`config.mk`:
```
export PLATFORM = sky130hd
export DESIGN_NAME = square_bounce
export DESIGN_NICKNAME = d
export VERILOG_FILES = /design/src/rtl/square_bounce.sv
export SDC_FILE = /design/constraint.sdc
export NUM_CORES = 1
export LEC_CHECK = 0
export BUFFER_PORTS_ARGS = -buffer_cell sky130_fd_sc_hd__buf_2
export CORE_UTILIZATION = 50
export CTS_CLUSTER_DIAMETER = 200
export DETAILED_ROUTE_END_ITERATION = 7
export PLACE_DENSITY = 0.79
export SLEW_MARGIN = 10
export SYNTH_ARGS = -nofsm -noshare
export SYNTH_HDL_FRONTEND = slang
export SYNTH_SLANG_ARGS = --single-unit
```
`constraint.sdc`:
```
create_clock -name clk -period 8.74 [get_ports clk]
set_input_delay 0.874 -clock clk [delete_from_list [all_inputs] [get_ports clk]]
set_output_delay 0.874 -clock clk [all_outputs]
set_load 0.01 [all_outputs]
```
`src/rtl/square_bounce.sv`:
```
// square_bounce: paints a solid square over a flat background and moves it by
// SPEED pixels per axis once per frame, reflecting off the display edges.
// Every display-side output is the corresponding input delayed by one clock.
module square_bounce #(
    parameter int BPC   = 5,
    parameter int CORDW = 16,
    parameter int HRES  = 640,
    parameter int VRES  = 480,
    parameter int SIZE  = 200,
    parameter int SPEED = 2,
    parameter int X0    = 220,
    parameter int Y0    = 140,
    parameter logic [BPC-1:0] FG_R = 'h1F,
    parameter logic [BPC-1:0] FG_G = 'h1F,
    parameter logic [BPC-1:0] FG_B = 'h1F,
    parameter logic [BPC-1:0] BG_R = 'h02,
    parameter logic [BPC-1:0] BG_G = 'h06,
    parameter logic [BPC-1:0] BG_B = 'h0E
) (
    input  logic                    clk,
    input  logic                    rst_n,
    input  logic signed [CORDW-1:0] dx,
    input  logic signed [CORDW-1:0] dy,
    input  logic                    hsync,
    input  logic                    vsync,
    input  logic                    de,
    input  logic                    frame_start,
    input  logic                    pause,
    output logic signed [CORDW-1:0] disp_x,
    output logic signed [CORDW-1:0] disp_y,
    output logic                    disp_hsync,
    output logic                    disp_vsync,
    output logic                    disp_de,
    output logic                    disp_frame,
    output logic [BPC-1:0]          disp_r,
    output logic [BPC-1:0]          disp_g,
    output logic [BPC-1:0]          disp_b,
    output logic [7:0]              bounce_cnt
);

    // One extra bit of headroom keeps every position/limit comparison exact.
    localparam int W = CORDW + 1;
    localparam logic signed [W-1:0]     SIZE_W  = W'(SIZE);
    localparam logic signed [W-1:0]     SPEED_W = W'(SPEED);
    localparam logic signed [W-1:0]     HRES_W  = W'(HRES);
    localparam logic signed [W-1:0]     VRES_W  = W'(VRES);
    localparam logic signed [CORDW-1:0] SPEED_C = CORDW'(SPEED);

    logic signed [CORDW-1:0] sq_x, sq_y, sq_x_next, sq_y_next;
    logic                    dir_x, dir_y, dir_x_next, dir_y_next;
    logic                    hit_x, hit_y;
    logic                    move;
    logic                    in_square;
    logic signed [W-1:0]     dx_e, dy_e, sq_x_e, sq_y_e;

    // One axis of motion; returns {bounced, new direction, new position}.
    function automatic logic [CORDW+1:0] axis_step(
        input logic signed [CORDW-1:0] pos,
        input logic                    dir,
        input logic signed [W-1:0]     res
    );
        logic signed [W-1:0] pos_e;
        logic [CORDW+1:0]    r;
        pos_e = {pos[CORDW-1], pos};
        r     = {1'b0, dir, pos};
        if (dir) begin
            if (pos_e + SIZE_W + SPEED_W >= res)
                r = {1'b1, 1'b0, CORDW'(res - SIZE_W)};
            else
                r = {1'b0, 1'b1, pos + SPEED_C};
        end else begin
            if (pos_e < SPEED_W)
                r = {1'b1, 1'b1, {CORDW{1'b0}}};
            else
                r = {1'b0, 1'b0, pos - SPEED_C};
        end
        return r;
    endfunction

    assign move = frame_start && !pause;

    // Candidate next position for both axes, evaluated independently.
    always_comb begin
        {hit_x, dir_x_next, sq_x_next} = axis_step(sq_x, dir_x, HRES_W);
        {hit_y, dir_y_next, sq_y_next} = axis_step(sq_y, dir_y, VRES_W);
    end

    // Square position and direction: moves only on an unpaused frame start.
    always_ff @(posedge clk or negedge rst_n) begin
        if (!rst_n) begin
            sq_x  <= CORDW'(X0);
            sq_y  <= CORDW'(Y0);
            dir_x <= 1'b1;
            dir_y <= 1'b1;
        end else if (move) begin
            sq_x  <= sq_x_next;
            sq_y  <= sq_y_next;
            dir_x <= dir_x_next;
            dir_y <= dir_y_next;
        end
    end

    // Counts frames with any wall contact (a corner counts once), saturating.
    always_ff @(posedge clk or negedge rst_n) begin
        if (!rst_n)
            bounce_cnt <= 8'd0;
        else if (move && (hit_x || hit_y) && bounce_cnt != 8'hFF)
            bounce_cnt <= bounce_cnt + 8'd1;
    end

    // Pixel hit test against the position registers of this same cycle.
    always_comb begin
        dx_e      = {dx[CORDW-1], dx};
        dy_e      = {dy[CORDW-1], dy};
        sq_x_e    = {sq_x[CORDW-1], sq_x};
        sq_y_e    = {sq_y[CORDW-1], sq_y};
        in_square = (dx_e >= sq_x_e) && (dx_e < sq_x_e + SIZE_W) &&
                    (dy_e >= sq_y_e) && (dy_e < sq_y_e + SIZE_W);
    end

    // Single output stage: timing passthrough plus blanked pixel colour.
    always_ff @(posedge clk or negedge rst_n) begin
        if (!rst_n) begin
            disp_x     <= '0;
            disp_y     <= '0;
            disp_hsync <= 1'b0;
            disp_vsync <= 1'b0;
            disp_de    <= 1'b0;
            disp_frame <= 1'b0;
            disp_r     <= '0;
            disp_g     <= '0;
            disp_b     <= '0;
        end else begin
            disp_x     <= dx;
            disp_y     <= dy;
            disp_hsync <= hsync;
            disp_vsync <= vsync;
            disp_de    <= de;
            disp_frame <= frame_start;
            if (!de) begin
                disp_r <= '0;
                disp_g <= '0;
                disp_b <= '0;
            end else if (in_square) begin
                disp_r <= FG_R;
                disp_g <= FG_G;
                disp_b <= FG_B;
            end else begin
                disp_r <= BG_R;
                disp_g <= BG_G;
                disp_b <= BG_B;
            end
        end
    end

endmodule

```
After elaboration in Yosys (flattened, before gate mapping)
Cells that the tools add are included.
{"block": "op_classes", "mux": 12, "magnitude_cmp": 8, "add_sub_neg": 9, "n_reduce_logical": 8, "eq_ne": 1}
{"op": "$mux W18", "n": 6}
{"op": "$add A16 B9 Y17 const B", "n": 2}
{"op": "$add A17 B3 Y17 const B", "n": 2}
{"op": "$lt A16 B17 Y1", "n": 2}
{"op": "$add A16 B3 Y16 const B", "n": 2}
{"op": "$ge A16 B16 Y1", "n": 2}
{"op": "$lt A16 B3 Y1 const B", "n": 2}
{"op": "$sub A16 B3 Y16 const B", "n": 2}
{"op": "$mux W5", "n": 6}
{"op": "$ge A17 B10 Y1 const B", "n": 1}
{"op": "$ge A17 B11 Y1 const B", "n": 1}
{"op": "$add A8 B1 Y8 const B", "n": 1}
{"op": "$ne A8 B8 Y1 const B", "n": 1}
{"op": "$logic_and A1 B1 Y1", "n": 6}
{"op": "$logic_not A1 Y1", "n": 1}
{"op": "$logic_or A1 B1 Y1", "n": 1}
{"block": "totals", "input_bits": 39, "ff_bits": 93, "elab_cells": 52}

Longest topological paths before layout
Gate-level depths: netlist (run 1).
{"block": "depth", "ltp_word": 8, "ltp_mapped": 16, "depth_no_buf": 15}

Worst setup path after synthesis (run 1)
Ideal clock, no wire load.
{"block": "synth_timing", "kind": "register -> register", "start": "register sq_y[3]", "end": "register bounce_cnt[1]", "path_buffers": 1, "arrival_time_ns": 3.208, "synth_period_minus_slack_ns": 3.333, "slack_ns": 5.407, "stages_incl_launch_ff": 14, "t_required_ns": 8.615, "setup_ns": 0.125, "cell_sequence": "dfstp_2 -> buf_2 -> inv_1 -> ha_1 -> inv_1 -> nor4_2 -> and2_1 -> o2111a_1 -> nand4_1 -> and3_1 -> o41ai_4 -> a211oi_1 -> a21o_1 -> mux2_4"}
{"block": "synth_via", "elab_chain_len": 8}
{"item": "start, declared", "line_no": "49", "text": "logic signed [CORDW-1:0] sq_x, sq_y, sq_x_next, sq_y_next;"}
{"item": "start signal, assigned", "line_no": "92", "text": "sq_y <= CORDW'(Y0);"}
{"item": "start signal, assigned", "line_no": "97", "text": "sq_y <= sq_y_next;"}
{"item": "$add A16 B9 Y17", "line_no": "67", "text": "if (pos_e + SIZE_W + SPEED_W >= res)"}
{"item": "$add A17 B3 Y17", "line_no": "67"}
{"item": "$ge A17 B10 Y1", "line_no": "67"}
{"item": "$mux W18", "line_no": "67"}
{"item": "$mux W18 (*)", "line_no": "66", "text": "if (dir) begin"}
{"item": "$logic_or A1 B1 Y1 (*)", "line_no": "107", "text": "else if (move && (hit_x || hit_y) && bounce_cnt != 8'hFF)"}
{"item": "$logic_and A1 B1 Y1 (*) (2 in a row)", "line_no": "107"}
{"item": "end signal, assigned", "line_no": "108", "text": "bounce_cnt <= bounce_cnt + 8'd1;"}
{"item": "end, declared", "line_no": "38", "text": "output logic [7:0] bounce_cnt"}
Mark *: on every way between the ends. The rest lies on a longest branch, timed or not.
A chain may end at the register's enable or synchronous reset.

Worst setup path after layout (run 1)
{"block": "layout_timing", "start": "register sq_y[3]", "end": "register sq_y[13]"}
{"block": "layout_via", "elab_chain_len": 5}
{"item": "$add A16 B9 Y17", "line_no": "67"}
{"item": "$add A17 B3 Y17", "line_no": "67"}
{"item": "$ge A17 B10 Y1", "line_no": "67"}
{"item": "$mux W18", "line_no": "67"}
{"item": "$mux W18 (*)", "line_no": "66"}
Marks and branches as above.

==> results of run 1 <==
==> per-layer routing <==
layer | track usage | vias up
li1 | - | 2771
met1 | 0.358 | 2710
met2 | 0.390 | 275
met3 | 0.0321 | 29
met4 | 0.0842 | 0
met5 | 0 | -
==> state kept, by name (all words and copies together), names as in the netlist, 2 cells and up <==
register and count:
bounce_cnt 8, disp_b 2, disp_x 16, disp_y 16
sq_x 15, sq_y 15
==> path summary, 6_finish.rpt <==
path | startpoint | endpoint | slack (ns) | cells past startpoint
max | sq_y[3]$_DFFE_PN1P_ | sq_y[13]$_DFFE_PN0P_ | 4.70 | 12
min in group asynchronous | rst_n | disp_x[3]$_DFF_PN0_ | 0.68 | 1
min | bounce_cnt[6]$_DFFE_PN0P_ | bounce_cnt[6]$_DFFE_PN0P_ | 0.50 | 1
max in group asynchronous | rst_n | sq_y[9]$_DFFE_PN0P_ | 7.40 | 1
max reg2reg | sq_y[3]$_DFFE_PN1P_ | sq_y[13]$_DFFE_PN0P_ | 4.70 | 12
min reg2reg | bounce_cnt[6]$_DFFE_PN0P_ | bounce_cnt[6]$_DFFE_PN0P_ | 0.50 | 1
==> logic make-up after synthesis <==
logic type	synth area share
simple gates	0.197
mux	0.00728
buf+inv	0.0691
xor+xnor	0.0523
flops	0.313
compound gates	0.229
fa+ha+maj	0.133
==> synthesized netlist by cell type, types with 3 or more instances <==
cell / instances
nand4_1: 13
dfstp_2: 10
o41ai_1: 3
clkbuf_1: 25
a2111oi_0: 3
a21o_1: 7
a22oi_1: 4
nand2b_1: 10
dfrtp_1: 67
a221oi_1: 9
nor3_1: 24
o31a_1: 3
o21a_1: 5
xor2_1: 4
o21ai_0: 45
nor2_1: 44
o221ai_1: 4
ha_1: 64
and3_1: 7
o31ai_1: 5
a21oi_1: 48
buf_2: 12
a211oi_1: 7
o211ai_1: 5
o22ai_1: 8
and2_1: 7
a211oi_2: 3
mux2i_1: 3
or2_2: 4
inv_1: 40
or4_1: 4
o21ai_1: 10
or3_1: 7
nand4b_1: 4
buf_4: 14
nor4_1: 6
nand2_1: 61
a31oi_1: 11
o22a_1: 3
xnor2_1: 33
nand3_1: 29
nor2b_1: 8
==> power by group <==
part	leakage [uW]	internal, uW	switching (uW)
registers	0.000923	433	163
clock network	0.000138	222	162
logic	0.00192	361	519
==> cell usage in the layout, fill, tap and decap left out, types with 4 or more instances in the layout <==
cell type / instances
a221oi_1: 9
o211ai_1: 5
a22oi_1: 4
nor2b_1: 7
o21a_1: 5
nand2b_1: 10
nand4_1: 13
a31oi_1: 11
and3_1: 7
a21o_1: 7
or3_1: 7
a211oi_1: 7
and2_1: 7
o31ai_1: 5
dfrtp_1: 67
o22ai_1: 8
nor4_1: 6
nor3_1: 24
xor2_1: 4
o21ai_1: 10
nand4b_1: 4
xnor2_1: 33
nor2_1: 44
clkbuf_16: 9
nand3_1: 29
o21ai_0: 45
inv_1: 40
ha_1: 64
buf_2: 96
a21oi_1: 48
or2_2: 4
or4_1: 4
nand2_1: 61
dfstp_2: 10
o221ai_1: 4
buf_4: 5
==> through the flow <==
stage                     hold slack [ns]  total power, uW   util  cells  area (um^2)
final                               0.499             1860  0.577    960         6960
after CTS                           0.504             1850  0.577    960         6960
after floorplan                     0.521             1240      -    727         6190
after detailed placement            0.493             1450  0.552    944         6660
after global placement              0.498             1430  0.552    944         6660
after global routing                0.531             2010  0.577    960         6960
==> cell type report <==
class	instances	area [um^2]	area share
clock inverter	7	75.1	0.0108
tap	168	210	0.0302
multi-input combinational	556	3830	0.551
clock buffer	9	225	0.0324
inverter	42	158	0.0227
sequential	77	1940	0.279
timing repair buffer	101	518	0.0744
==> impl_metrics.tcl, run 1 <==
set metrics [dict create \
    status "completed" \
    pre_cts_ws_ns 4.81 \
    critical_path_arrival_ns 4.28 \
    grt_first_pass_wirelength_um 26000 \
    grt_max_degree 78 \
    yosysTopAreaCell "dfrtp_1" \
    core_area_um2 12100 \
    io_pins 98 \
    fp.dieH_um 113 \
    dp_hpwl_um 10900 \
    wl_per_cell_um 16.2 \
    clk_latency_ns 0.35 \
    postCtsHoldBufs 0 \
    finalCritPeriodShare 0.462 \
    leakagePower_uw 0.00298 \
    die_area_um2 12800 \
    yosysSeqAreaShare 0.313 \
    finalSetupViolCount 0 \
    crit_type "reg2reg" \
    cp_max_fo 14 \
    fin_nets 890 \
    period_minus_slack_ns 4.04 \
    portBuffers 97 \
    synth.distinct_cells 75 \
    clkTransAtPathRegs_ns 0.07 \
    routed.top_layer "met4" \
    async_flop_share 1.00 \
    relSlewSlack 0.192 \
    wl_um 15500 \
    synth_flop_cell "dfrtp_1" \
    antenna_found_initial 0 \
    post_cts_buffers 0 \
    skew_ns 0.00674 \
    slowest_delay_ns 0.66 \
    crit_path_cell_trace "ha_1 -> xnor2_1 -> nor4_2 -> and2_1 -> o2111a_1 -> nand4_1 -> and3_1 -> o41ai_4 -> nand2_2 -> nor4_1 -> a31oi_1 -> o31ai_2" \
    syn_area_um2 6190 \
    cts.repair.resized 0 \
    grt_overflow 0 \
    max_freq_ghz 0.248 \
    synth_nets 830 \
    first_global_vias 5221 \
    drtIter0Drc 581 \
    antenna_left 0 \
    fin_setup_tns_ns 0 \
    antenna_cells 0 \
    numCtsBuffers 9 \
    dr_total_vias 5785 \
    synth_edf_count 0 \
    syn_inst 727 \
    clockBufferDepth 2 \
    ir_worst_vdd_mv 0.111 \
    max-cap-violations 0 \
    met3_length_um 1100 \
    cts.sinks 77 \
    hold_viol 0 \
    start_kind "register" \
    firstDrtPassIters 5 \
    die_w_um 113 \
    wl_met2_um 6960 \
    critPathRequiredTime_ns 8.98 \
    path_delay_family "simple AND/OR/NAND/NOR gates" \
    slew_viol_final 0 \
    drc 0 \
    tightest_slew_ns 1.21 \
    clock_tree.root_cell "clkbuf_16" \
    grt_usage 0.250 \
    initial_core_util 0.513 \
    worstHoldPathType "reg2reg" \
    crit_path_end_kind "register" \
    gp_congestion 0.911 \
    slowest_stage "dfstp_2" \
    cts_max_level 3 \
    ys_ff_latch 77 \
    rsz0062_at_grt "no" \
    drt-met1-wl_um 7170 \
    ys_top_cells_by_area "dfrtp_1 27%, ha_1 13%, xnor2_1 4.7%" \
    yosysTopAreaCellShare 0.271 \
    rows 40 \
    fill_cells 1059 \
    power_density_nw_per_um2 267 \
    viasPerCell 6.03 \
    drive_above_1_share 0.189 \
    cts_tree "done" \
    setup_ws_ns 4.70 \
    ys.warnings.count 0 \
    path_buf_inv 0 \
    syn_to_final_growth_pct 12.4 \
    avgSynthCellArea_um2 8.52 \
]
No activity file was read; power rests on OpenSTA's default activity.
==> run 2: changes to the inputs <==
clock period = 3.8 ns   (was 8.74 ns; I/O delays follow)
==> impl_metrics.tcl, run 2 (same netlist as run 1, synthesis figures left out) <==
set metrics [dict create \
    antenna_found_initial 0 \
    grt_first_pass_wirelength_um 25800 \
    ff2ff_path_depth 11 \
    status "completed" \
    clkTransAtPathRegs_ns 0.06 \
    crit_path_end_kind "register" \
    tightest_slew_ns 0.784 \
    initial_core_util 0.513 \
    slowest_delay_ns 0.47 \
    syn_to_final_growth_pct 15.2 \
    top_regs "disp_x (16), disp_y (16)" \
    dp_hpwl_um 11400 \
    power_density_nw_per_um2 614 \
    fin_setup_tns_ns 0 \
    max-cap-violations 0 \
    layout.cells.most_common_list "96 x buf_2, 67 x dfrtp_1, 63 x ha_1" \
    slowest_stage "o41ai_4" \
    critical_path_arrival_ns 3.83 \
    antenna_left 0 \
    crit_path_cell_trace "ha_2 -> a211o_1 -> o31a_1 -> o31ai_2 -> o2111a_2 -> nand4_1 -> and3_1 -> o41ai_4 -> a211oi_1 -> a21o_1 -> mux2_4" \
    postCtsHoldBufs 0 \
    core_area_um2 12100 \
    portBuffers 97 \
    viasPerCell 6.04 \
    gp_congestion 0.917 \
    start_kind "register" \
    period_minus_slack_ns 3.60 \
    skew_ns 0.00485 \
    firstDrtPassIters 5 \
    die_w_um 113 \
    clock_tree.root_cell "clkbuf_16" \
    grt_usage 0.247 \
    finalCritPeriodShare 0.947 \
    max_freq_ghz 0.278 \
    worstHoldPathType "in2async" \
    wl_um 15600 \
    antenna_cells 0 \
    relSlewSlack 0.472 \
    cts_max_level 3 \
    drc 0 \
    endpoint "bounce_cnt[1]$_DFFE_PN0P_" \
    rows 40 \
    critPathRequiredTime_ns 4.03 \
    rsz0062_at_grt "no" \
    hold_viol 0 \
    fin_nets 906 \
    crit_type "reg2reg" \
    final_common_cell "buf_2" \
    finalSetupViolCount 0 \
    io_pins 98 \
    r2r_start "sq_y[4]$_DFFE_PN0P_" \
    grt_max_degree 52 \
    wl_per_cell_um 16.0 \
    leakagePower_uw 0.00306 \
    ir_worst_vdd_mv 0.256 \
    cts_tree "done" \
    first_global_vias 5295 \
    drive_above_1_share 0.209 \
    numCtsBuffers 9 \
    dr_total_vias 5891 \
    die_area_um2 12800 \
    cp_max_fo 8 \
    cts.sinks 77 \
    clockBufferDepth 2 \
    fp.dieH_um 113 \
    slew_viol_final 0 \
    post-route-util 0.591 \
    grt_overflow 0 \
    r2r_slack_ns 0.20 \
    timing.rr.end "bounce_cnt[1]$_DFFE_PN0P_" \
    clk_latency_ns 0.35 \
    crit_path_start "sq_y[4]$_DFFE_PN0P_" \
    drtIter0Drc 596 \
]
==> run 2: cell type report <==
class | instances | area (um^2)
clock inverter | 5 | 60.1
multi-input combinational | 556 | 3870
timing repair buffer | 117 | 651
sequential | 77 | 1940
tap | 168 | 210
clock buffer | 11 | 243
fill | 1062 | 4930
inverter | 42 | 158
==> run 2: how the worst min path moves through the flow <==
| stage | start | endpoint | slack (ns) | cells past startpoint |
|---|---|---|---|---|
| after floorplan | rst_n | bounce_cnt[0]$_DFFE_PN0P_ | 0.08 | 0 |
| after global placement | rst_n | disp_x[0]$_DFF_PN0_ | 0.46 | 1 |
| after detailed placement | rst_n | disp_x[0]$_DFF_PN0_ | 0.46 | 1 |
| after CTS | rst_n | disp_x[0]$_DFF_PN0_ | 0.1 | 1 |
| after global routing | rst_n | disp_x[0]$_DFF_PN0_ | 0.13 | 1 |
| final | rst_n | disp_x[5]$_DFF_PN0_ | 0.07 | 1 |
==> run 2: metrics by stage <==
step / worst slack (ns) / hold WS (ns) / instance area [um^2] / power (uW) / std cells
3_5_place_dp: 0.281 / 0.463 / 6770 / 3370 / 957
2_1_floorplan: 0.467 / 0.0844 / 6190 / 2850 / 727
6_report: 0.203 / 0.0715 / 7130 / 4380 / 976
4_1_cts: 0.232 / 0.0997 / 7070 / 4280 / 973
5_1_grt: 0.0111 / 0.128 / 7130 / 4690 / 976
3_3_place_gp: 0.374 / 0.461 / 6770 / 3330 / 957
==> run 2: report_power, final <==
| group | switching (uW) | total, uW | internal (uW) |
|---|---|---|---|
| sequential | 346 | 1340 | 996 |
| combinational | 1260 | 2140 | 885 |
| clock | 364 | 891 | 527 |
==> run 2: worst max-delay path, delay by kind of cell (launching register included) <==
kind | cells | cell delay [ns]
AO/OA/AOI/OAI | 7 | 2.09
flip-flops | 1 | 0.45
AND/OR/NAND/NOR | 2 | 0.34
multiplexers | 1 | 0.32
adder cells (fa/ha/maj) | 1 | 0.27
==> run 2: repair_timing <==
item | CTS | global route
buffers inserted | 0 | 3
endpoints found under the setup margin | 0 | 12
gates resized for setup | 0 | 7
hold endpoints to repair | 0 | 0
==> run 2: routing by layer <==
layer	part of all wire	vias to the layer above	wire (um)	global-route usage
li1	-	2807	-	-
met1	0.47	2775	7370	0.360
met2	0.45	284	7000	0.378
met3	0.070	25	1090	0.0375
met4	0.012	0	187	0.0711
met5	0	-	0	0
==> run 3: changes to the inputs <==
RECOVER_POWER = 25   (was default)
==> impl_metrics.tcl, run 3 (same netlist as run 1, synthesis figures left out) <==
set metrics [dict create \
    status "finished with violations" \
    violations "max-capacitance violations, max-slew violations" \
    tightest_slew_ns 2.78 \
    worstHoldPathType "in2reg" \
    crit_path_end_kind "register" \
    rows 40 \
    grt_first_pass_wirelength_um 25800 \
    syn_to_final_growth_pct 14.5 \
    io_pins 98 \
    antenna_cells 0 \
    ff2ff_path_depth 11 \
    leakagePower_uw 0.00297 \
    p_switching_uw 1970 \
    clk_latency_ns 0.35 \
    wl_per_cell_um 16.0 \
    viasPerCell 6.02 \
    hold_viol 0 \
    power_frac_clock 0.204 \
    fin_setup_tns_ns 0 \
    first_global_vias 5295 \
    slowest_stage "o41ai_4" \
    max_freq_ghz 0.278 \
    rsz0062_at_grt "no" \
    firstDrtPassIters 6 \
    ir_worst_vdd_mv 0.255 \
    cts_tree "done" \
    numCtsBuffers 9 \
    finalCritPeriodShare 0.948 \
    period_minus_slack_ns 3.60 \
    p_total_uw 4370 \
    whs_path_depth 1 \
    min_to "disp_vsync$_DFF_PN0_" \
    clkTransAtPathRegs_ns 0.06 \
    wl_um 15600 \
    power_frac_comb 0.489 \
    post-route-util 0.588 \
    cp_max_fo 8 \
    gp_congestion 0.917 \
    critical_path_arrival_ns 3.84 \
    r2r_start "sq_y[4]$_DFFE_PN0P_" \
    layout.cells.most_common_list "67 x dfrtp_1, 64 x buf_2, 63 x ha_1" \
    finalSetupViolCount 0 \
    grt_overflow 0 \
    antenna_left 0 \
    clockBufferDepth 2 \
    antenna_found_initial 0 \
    crit_type "reg2reg" \
    path_buf_inv 0 \
    postCtsHoldBufs 0 \
    slew_viol_final 52 \
    p_sw_frac 0.451 \
    dr_total_vias 5873 \
    cts_max_level 3 \
    drive_above_1_share 0.168 \
    core_area_um2 12100 \
    fin_nets 906 \
    multi_input_area_um2 3870 \
    p_seq_frac 0.307 \
    drc 0 \
    power_density_nw_per_um2 617 \
    grt_usage 0.247 \
    dp_hpwl_um 11400 \
    portBuffers 97 \
    grt_max_degree 52 \
    initial_core_util 0.513 \
    cts.sinks 77 \
    slowest_delay_ns 0.48 \
    die_w_um 113 \
    clock_tree.root_cell "clkbuf_16" \
    drtIter0Drc 634 \
    internal-power_uw 2400 \
    min_from "vsync" \
    hold_slack_ns 0.137 \
    final_common_cell "dfrtp_1" \
    die_area_um2 12800 \
    skew_ns 0.00622 \
    timing.rr.end "bounce_cnt[1]$_DFFE_PN0P_" \
    start_kind "register" \
    relSlewSlack -0.855 \
    seq_area_um2 1940 \
    crit_path_cell_trace "ha_2 -> a211o_1 -> o31a_1 -> o31ai_2 -> o2111a_2 -> nand4_1 -> and3_1 -> o41ai_4 -> a211oi_1 -> a21o_1 -> mux2_4" \
    path_delay_family "compound AO/OA/AOI/OAI gates" \
    top_regs "disp_x (16), disp_y (16)" \
    fp.dieH_um 113 \
    max-cap-violations 1 \
    r2r_slack_ns 0.20 \
    fill_cells 1071 \
    critPathRequiredTime_ns 4.04 \
]
[run 3: changes by cell type in the layout (fill, tap and decap cells not counted), sizes merged]
| cell | delta |
|---|---|
| clkbuf | +33 |
| buf | -33 |
[run 3: power groups by stage]
stage	Combinational, uW	Clock, uW	Sequential, uW
floorplan	1710	0	1140
global placement	2000	0	1330
detailed placement	2040	0	1340
CTS	2060	896	1330
global route	2380	937	1370
finish	2140	893	1340
[run 3: how the worst max path moves through the flow]
stage                        startpoint  cells after the start                         to  slack [ns]
global route        sq_y[4]$_DFFE_PN0P_                     12       sq_y[10]$_DFFE_PN0P_        0.01
global placement    sq_y[3]$_DFFE_PN1P_                     11       sq_y[10]$_DFFE_PN0P_        0.37
detailed placement  sq_y[3]$_DFFE_PN1P_                     11       sq_y[10]$_DFFE_PN0P_        0.28
CTS                 sq_x[3]$_DFFE_PN1P_                     13       sq_x[13]$_DFFE_PN0P_        0.23
floorplan           sq_y[3]$_DFFE_PN1P_                     13  bounce_cnt[1]$_DFFE_PN0P_        0.47
finish              sq_y[4]$_DFFE_PN0P_                     11  bounce_cnt[1]$_DFFE_PN0P_        0.20
[run 3: final cells by class]
cell class                      count  area share
Inverter                           42      0.0222
Sequential cell                    77       0.274
Clock inverter                      5     0.00847
Clock buffer                       11      0.0342
Multi-Input combinational cell    556       0.546
Tap cell                          168      0.0297
Timing Repair Buffer              117      0.0856
[run 3: through the flow]
stage / area (um^2) / worst slack, ns / cells
floorplan: 6190 / 0.467 / 727
global placement: 6770 / 0.374 / 957
detailed placement: 6770 / 0.281 / 957
CTS: 7070 / 0.232 / 973
global route: 7090 / 0.0111 / 976
finish: 7090 / 0.197 / 976
[run 3: routing by layer]
layer  track usage  part of all wire
met5             0                 0
met4        0.0711             0.014
met3        0.0375             0.069
met2         0.378              0.45
met1         0.360              0.47
[run 3: timing repair]
action,4_1_cts,5_1_grt
endpoints found under the hold margin,0,0
endpoints found under the setup margin,0,12
resized for setup,0,7
setup buffers,0,3
